[src/rtl/immgen_stage.sv]
// Decode-path immediate generator: classifies the instruction format, builds the
// sign/zero-extended immediate and pc+imm, and holds results in a two-entry
// (main + skid) output buffer so one cycle of downstream stall loses no beat.
module immgen_stage #(
    parameter int DATA_WIDTH = 32
) (
    input  logic                  clk,
    input  logic                  rst,
    input  logic                  flush,
    input  logic                  in_valid,
    output logic                  in_ready,
    input  logic [31:0]           inst,
    input  logic [DATA_WIDTH-1:0] pc,
    output logic                  out_valid,
    input  logic                  out_ready,
    output logic [DATA_WIDTH-1:0] out_imm,
    output logic [DATA_WIDTH-1:0] out_target,
    output logic [2:0]            out_fmt,
    output logic [31:0]           out_inst
);

    generate
        if (DATA_WIDTH != 32 && DATA_WIDTH != 64) begin : g_bad_width
            $error("immgen_stage: DATA_WIDTH must be 32 or 64");
        end
    endgenerate

    localparam logic [2:0] FMT_R   = 3'd0;
    localparam logic [2:0] FMT_I   = 3'd1;
    localparam logic [2:0] FMT_S   = 3'd2;
    localparam logic [2:0] FMT_B   = 3'd3;
    localparam logic [2:0] FMT_U   = 3'd4;
    localparam logic [2:0] FMT_J   = 3'd5;
    localparam logic [2:0] FMT_ILL = 3'd7;

    localparam bit IS_RV64 = (DATA_WIDTH == 64);

    logic [6:0]            opcode;
    logic [2:0]            funct3;
    logic [2:0]            dec_fmt;
    logic [31:0]           imm32;
    logic [5:0]            shamt;
    logic                  is_shift;
    logic [DATA_WIDTH-1:0] dec_imm;
    logic [DATA_WIDTH-1:0] dec_target;

    logic                  skid_valid;
    logic [DATA_WIDTH-1:0] skid_imm;
    logic [DATA_WIDTH-1:0] skid_target;
    logic [2:0]            skid_fmt;
    logic [31:0]           skid_inst;

    logic                  accept;
    logic                  xfer;

    assign opcode = inst[6:0];
    assign funct3 = inst[14:12];

    // Format classification and immediate construction from the incoming word.
    always_comb begin
        dec_fmt  = FMT_ILL;
        imm32    = '0;
        shamt    = '0;
        is_shift = 1'b0;

        case (opcode)
            7'b0000011, 7'b0010011, 7'b1100111, 7'b1110011: dec_fmt = FMT_I;
            7'b0011011: dec_fmt = IS_RV64 ? FMT_I : FMT_ILL;
            7'b0100011: dec_fmt = FMT_S;
            7'b1100011: dec_fmt = FMT_B;
            7'b0110111, 7'b0010111: dec_fmt = FMT_U;
            7'b1101111: dec_fmt = FMT_J;
            7'b0110011: dec_fmt = FMT_R;
            7'b0111011: dec_fmt = IS_RV64 ? FMT_R : FMT_ILL;
            default:    dec_fmt = FMT_ILL;
        endcase

        case (dec_fmt)
            FMT_I:   imm32 = {{20{inst[31]}}, inst[31:20]};
            FMT_S:   imm32 = {{20{inst[31]}}, inst[31:25], inst[11:7]};
            FMT_B:   imm32 = {{19{inst[31]}}, inst[31], inst[7], inst[30:25], inst[11:8], 1'b0};
            FMT_U:   imm32 = {inst[31:12], 12'b0};
            FMT_J:   imm32 = {{11{inst[31]}}, inst[31], inst[19:12], inst[20], inst[30:21], 1'b0};
            default: imm32 = '0;
        endcase

        // Shifts carry a zero-extended shamt; funct7 never leaks into the immediate.
        if ((funct3 == 3'b001 || funct3 == 3'b101) &&
            (opcode == 7'b0010011 || (opcode == 7'b0011011 && IS_RV64))) begin
            is_shift = 1'b1;
        end
        if (opcode == 7'b0010011 && IS_RV64) begin
            shamt = inst[25:20];
        end else begin
            shamt = {1'b0, inst[24:20]};
        end

        dec_imm       = {DATA_WIDTH{imm32[31]}};
        dec_imm[31:0] = imm32;
        if (is_shift) begin
            dec_imm      = '0;
            dec_imm[5:0] = shamt;
        end
    end

    assign dec_target = pc + dec_imm;

    assign accept = in_valid && in_ready;
    assign xfer   = out_valid && out_ready;

    // Main/skid buffer: main feeds the outputs, skid catches the beat accepted during a stall.
    always_ff @(posedge clk or posedge rst) begin
        if (rst) begin
            out_valid   <= 1'b0;
            in_ready    <= 1'b1;
            out_imm     <= '0;
            out_target  <= '0;
            out_fmt     <= '0;
            out_inst    <= '0;
            skid_valid  <= 1'b0;
            skid_imm    <= '0;
            skid_target <= '0;
            skid_fmt    <= '0;
            skid_inst   <= '0;
        end else if (flush) begin
            out_valid  <= 1'b0;
            skid_valid <= 1'b0;
            in_ready   <= 1'b1;
        end else if (!out_valid || xfer) begin
            if (skid_valid) begin
                out_valid  <= 1'b1;
                out_imm    <= skid_imm;
                out_target <= skid_target;
                out_fmt    <= skid_fmt;
                out_inst   <= skid_inst;
                if (accept) begin
                    skid_imm    <= dec_imm;
                    skid_target <= dec_target;
                    skid_fmt    <= dec_fmt;
                    skid_inst   <= inst;
                    in_ready    <= 1'b0;
                end else begin
                    skid_valid <= 1'b0;
                    in_ready   <= 1'b1;
                end
            end else begin
                out_valid <= accept;
                in_ready  <= 1'b1;
                if (accept) begin
                    out_imm    <= dec_imm;
                    out_target <= dec_target;
                    out_fmt    <= dec_fmt;
                    out_inst   <= inst;
                end
            end
        end else if (accept) begin
            skid_valid  <= 1'b1;
            skid_imm    <= dec_imm;
            skid_target <= dec_target;
            skid_fmt    <= dec_fmt;
            skid_inst   <= inst;
            in_ready    <= 1'b0;
        end
    end

endmodule

[config.mk]
export PLATFORM = sky130hd
export DESIGN_NAME = immgen_stage
export DESIGN_NICKNAME = d
export VERILOG_FILES = /design/src/rtl/immgen_stage.sv
export SDC_FILE = /design/constraint.sdc
export NUM_CORES = 1
export LEC_CHECK = 0
export CAP_MARGIN = 20
export CORE_ASPECT_RATIO = 1.1
export CORE_MARGIN = 3
export CORE_UTILIZATION = 58
export CTS_CLUSTER_SIZE = 25
export DETAILED_ROUTE_END_ITERATION = 6
export HOLD_SLACK_MARGIN = 0.12
export MAX_ROUTING_LAYER = met4
export PLACE_DENSITY_LB_ADDON = 0.05
export SETUP_SLACK_MARGIN = 0.05
export SYNTH_ARGS = -nofsm -noshare
export SYNTH_HDL_FRONTEND = slang
export SYNTH_SLANG_ARGS = --single-unit
[constraint.sdc]
create_clock -name clk -period 13.75 [get_ports clk]
set_clock_uncertainty 0.2 [all_clocks]
set_input_delay 4.125 -clock clk [delete_from_list [all_inputs] [get_ports clk]]
set_output_delay 4.125 -clock clk [all_outputs]
set_load 0.02 [all_outputs]
### Yosys cells after proc, flatten, opt, wreduce, memory -nomap -nowiden

Index checks and enable logic that the tools add are counted.

* add/subtract/negate cells: 1
* equal/unequal tests: 18
* muxes and demuxes: 37
* bitwise gates (word level): 1
* reduce and logical (&&, ||, !) cells: 13

Operators by type and width (count)
* $mux 32: 16
* $pmux 32 s5: 1
* $add 32x32->32: 1
* $eq 7x7->1 const B: 4
* $eq 7x6->1 const B: 3
* $pmux 3 s6: 1
* $mux 3: 5
* $eq 7x5->1 const B: 2
* $mux 1: 14
* $eq 3x3->1 const B: 3
* $eq 7x2->1 const B: 1
* $eq 3x1->1 const B: 2
* $eq 3x2->1 const B: 2
* $reduce_bool 2->1: 2
* $reduce_or 4->1: 1
* $logic_and 1x1->1: 3
* $reduce_and 3->1: 1
* $reduce_bool 3->1: 1
* $logic_or 1x1->1: 2
* $ne 2x2->1 const B: 1
* $reduce_and 2->1: 1
* $reduce_or 2->1: 1
* $logic_not 1->1: 1
* $not 1->1: 1

* flip-flop bits (word level): 201
* input bits: 69
* output and inout bits: 101
* logic and storage cells: 81

### Logic depth before layout (Yosys ltp)

* depth after elaboration: 10
* depth in mapped cells: 20
* depth with buffers taken out: 18

### Worst setup path after synthesis

OpenSTA, ideal clock, no wires.

* path kind: in2reg
* start: in inst[2]
* end: reg out_target[30]
* setup time: 127 ps
* arrival time: 7537 ps
* data required time: 13423 ps
* slack: 5886 ps
* stages: 16
* path buffers: 1
* cells stage by stage: buf_2 > or3_1 > or3_1 > and3_1 > a21oi_1 > inv_1 > fa_1 > a21oi_1 > nor2_1 > o311ai_2 > a21oi_1 > o21ai_2 > o22ai_2 > a221oi_2 > mux2i_1 > nand3_1

* word-level cells in the longest chain between the ends: 9
* elaborated cells between the ends (all ways): 25
* those cells by class: add/sub (1); eq/ne (15); mux (6); reduce/logical (3)

RTL lines
* from (decl): line 12 `input logic [31:0] inst,`
* $eq 7x5->1, or another cell as far along: line 66, 89
* $reduce_or 4->1 / $reduce_or 2->1 (equally long branches): line 66 `case (opcode)`
* $pmux 3 s6: line 66
* $eq 3x3->1, or another cell as far along: line 78 `case (dec_fmt)`
* $pmux 32 s5: line 78
* $mux 32 *: line 100 `if (is_shift) begin`
* via dec_imm[1]: line 44 `logic [DATA_WIDTH-1:0] dec_imm;`
* $add 32x32->32 *: line 106 `assign dec_target = pc + dec_imm;`
* $mux 32 *: line 149 `if (accept) begin`
* $mux 32 *: line 130 `if (skid_valid) begin`
* to (signal assigned): line 133 `out_target <= skid_target;`
* to (signal assigned): line 151 `out_target <= dec_target;`
* to (decl): line 17 `output logic [DATA_WIDTH-1:0] out_target,`

The timed path passes the listed nets; every way through them passes the cells marked *. The select of a mux whose other input is x is not followed.
A chain may end at the register's enable or synchronous reset.

### Final worst setup path

* start: in inst[5]
* end: reg out_target[30]

The elaborated chain is that of the path after synthesis.

==> results.json <==
{
  "finalSetupViolCount": 0,
  "timing.fmax_ghz": 0.114,
  "hold_viol_final": 0,
  "die_area_um2": 19600,
  "fp.dieW_um": 134,
  "grt_pass1_wl_mm": 44.4,
  "via_count": 8478,
  "crit_start": "inst[5]",
  "wl_per_cell_um": 18.8,
  "start_util": 0.601,
  "core_region_area_um2": 17300,
  "cts-hold-fix-buffers": 0,
  "register_area_um2": 5030,
  "cts.sinks": 201,
  "ys.flop_type": "dfrtp_1",
  "avgSynthCellArea_um2": 9.56,
  "grt_use_total": 0.289,
  "cts_buffer_depth": 3,
  "period_minus_slack_ns": 8.75,
  "ys_seq_area_frac": 0.483,
  "clockRootBuffer": "clkbuf_16",
  "drcViolationCount": 0,
  "yosys-top-cells-area": "dfrtp_1 (48%), nand2_1 (6.6%), o21ai_0 (6.3%)",
  "drt-pass1-iter-count": 5,
  "synth_top_area_share": 0.481,
  "regToRegEndpoint": "out_target[31]",
  "ys_ff_latch": 201,
  "antenna_found_initial": 0,
  "gp_congestion": 0.932,
  "worst-path-max-fanout": 11,
  "cts_made_buffers": 22,
  "cp-start-kind": "primary input",
  "status": "finished clean",
  "detailedRoute.firstIterationViolations": 578,
  "portBuffers": 169,
  "finalNetCount": 1326,
  "setup_tns_ns": 0,
  "utilization": 0.746,
  "powerDensity_nw_per_um2": 128,
  "leakagePower_uw": 0.00584,
  "crit_required_ns": 13.94,
  "min_period_over_period": 0.636,
  "worstReg2RegStart": "skid_valid",
  "post_cts_buffers": 0,
  "htreeDepth": 1,
  "cts_resized": 0,
  "fillers": 1303,
  "grt_pass1_vias": 8395,
  "grt_max_degree": 135,
  "fin_total_pwr_uw": 1660,
  "synth_area_leader_cell": "dfrtp_1",
  "ant_nets": 0,
  "tightest_slew_ns": 1.04,
  "min_path_type": "reg -> reg",
  "ys_warn_count": 0,
  "netlist_instances": 1089,
  "path_clk_slew_ns": 0.06,
  "avgViaCountPerCell": 5.75,
  "cts_tree": "built",
  "hpwl_mm": 19.6,
  "rows": 50,
  "clkLatencyLatePin_ns": 0.52,
  "synth_fp_nets": 1190,
  "die_h_um": 147,
  "multi_input_area_um2": 5020,
  "crit_type": "in -> reg",
  "rsz0062_at_grt": "no",
  "peakVddDrop_v": 0.000130,
  "netlist_area_um2": 10400,
  "cap_violations": 0,
  "overflow": 0,
  "wl_mm": 27.7,
  "async_flop_share": 1.00,
  "ff2ff_setup_slack_ns": 10.48,
  "relSlewSlack": 0.305,
  "slew_violations": 0,
  "ios": 170,
  "area_delta_synth_final_pct": 24.2,
  "synth_edf_count": 0,
  "cp.arrival_ns": 8.94,
  "synth_cell_types": 71,
  "layout-drive-gt1-share": 0.0960,
  "end_kind": "flip-flop",
  "crit_path_end": "out_target[30]",
  "reg2reg_depth": 6,
  "num_antenna_cells": 0
}
worst min-delay path by stage:
| stage | from | to | slack [ns] | cells past startpoint |
|---|---|---|---|---|
| 2_1_floorplan | skid_target[22] | skid_target[22] | 0.24 | 2 |
| 3_3_place_gp | skid_target[22] | skid_target[22] | 0.26 | 2 |
| 3_5_place_dp | skid_target[22] | skid_target[22] | 0.27 | 2 |
| 4_1_cts | skid_target[22] | skid_target[22] | 0.28 | 2 |
| 5_1_grt | skid_target[22] | skid_target[22] | 0.30 | 2 |
| 6_report | out_target[14] | out_target[14] | 0.28 | 2 |
worst max-delay path, stage by stage:
cell and delay, ns:
clkdlybuf4s50_1 0.59, inv_1 0.15, nor3b_1 0.28, nand2_1 0.12, a21oi_1 0.58, nor3_1 0.16, o211ai_1 0.38, a21oi_1 0.23
ha_1 0.43, a21oi_1 0.25, a211oi_1 0.13, a2111oi_2 0.40, nand2_1 0.11, o21ai_2 0.20, o22ai_2 0.13, a221oi_2 0.34
mux2i_1 0.23, nand3_1 0.09
synth_stat cells, drive strengths merged, types with 15 or more instances:
cell type	count
o21ai	153
a21o	23
nor2	53
ha	31
nor3	15
mux2	50
inv	29
nand3	19
mux2i	53
clkbuf	53
nand2	184
dfrtp	200
a21oi	83
xor2	16
kinds of logic (layout without fill, tap and decap cells):
group / count (synthesis) / after routing / share of synthesized area
AND/OR/NAND/NOR: 318 / 318 / 0.134
AO/OA/AOI/OAI: 313 / 313 / 0.178
flip-flops: 201 / 201 / 0.483
multiplexers: 103 / 103 / 0.105
buffers and inverters: 93 / 244 / 0.0365
adder cells (fa/ha/maj): 33 / 33 / 0.0401
XOR/XNOR: 28 / 28 / 0.0236
cell usage in the layout (no fill, tap or decap), drive strengths merged, types with 23 or more instances in the layout:
cell type      count
a21o              23
a21oi             83
clkbuf            37
clkdlybuf4s50    169
dfrtp            200
ha                31
inv               29
mux2              50
mux2i             53
nand2            184
nor2              53
o21ai            153
where the power goes:
part	switching, µW	internal, µW	total [µW]
sequential	55.3	690	746
clock	238	344	581
combinational	175	154	329
metal layers:
layer  GRT usage  vias up  wire length [µm]
met5           -        -                 0
met4      0.0530        0               429
met3      0.0451       38              1720
met2       0.470      236             13400
met1       0.393     4116             12200
li1            -     4088                 -
registers in the layout, indices dropped and copies added, names as in the netlist:
signal,count
in_ready,1
out_fmt,3
out_imm,32
out_inst,32
out_target,32
out_valid,1
skid_fmt,3
skid_imm,32
skid_inst,32
skid_target,32
skid_valid,1
area by class of cell:
| type | count | share of cell area |
|---|---|---|
| clock buffer | 37 | 0.0539 |
| tap | 234 | 0.0227 |
| multi-input combinational | 795 | 0.388 |
| inverter | 29 | 0.00900 |
| sequential | 201 | 0.390 |
| clock inverter | 2 | 0.00165 |
| timing repair buffer | 176 | 0.135 |
per-stage QoR:
step	hold slack [ns]	instances	worst slack [ns]	instance area (µm²)
6_report	0.275	1474	5.00	12900
5_1_grt	0.301	1474	4.54	12900
4_1_cts	0.278	1474	5.03	12900
3_5_place_dp	0.265	1435	4.55	12200
3_3_place_gp	0.257	1435	4.69	12200
2_1_floorplan	0.242	1089	3.94	10400
Power figures use the tool's default switching activity.
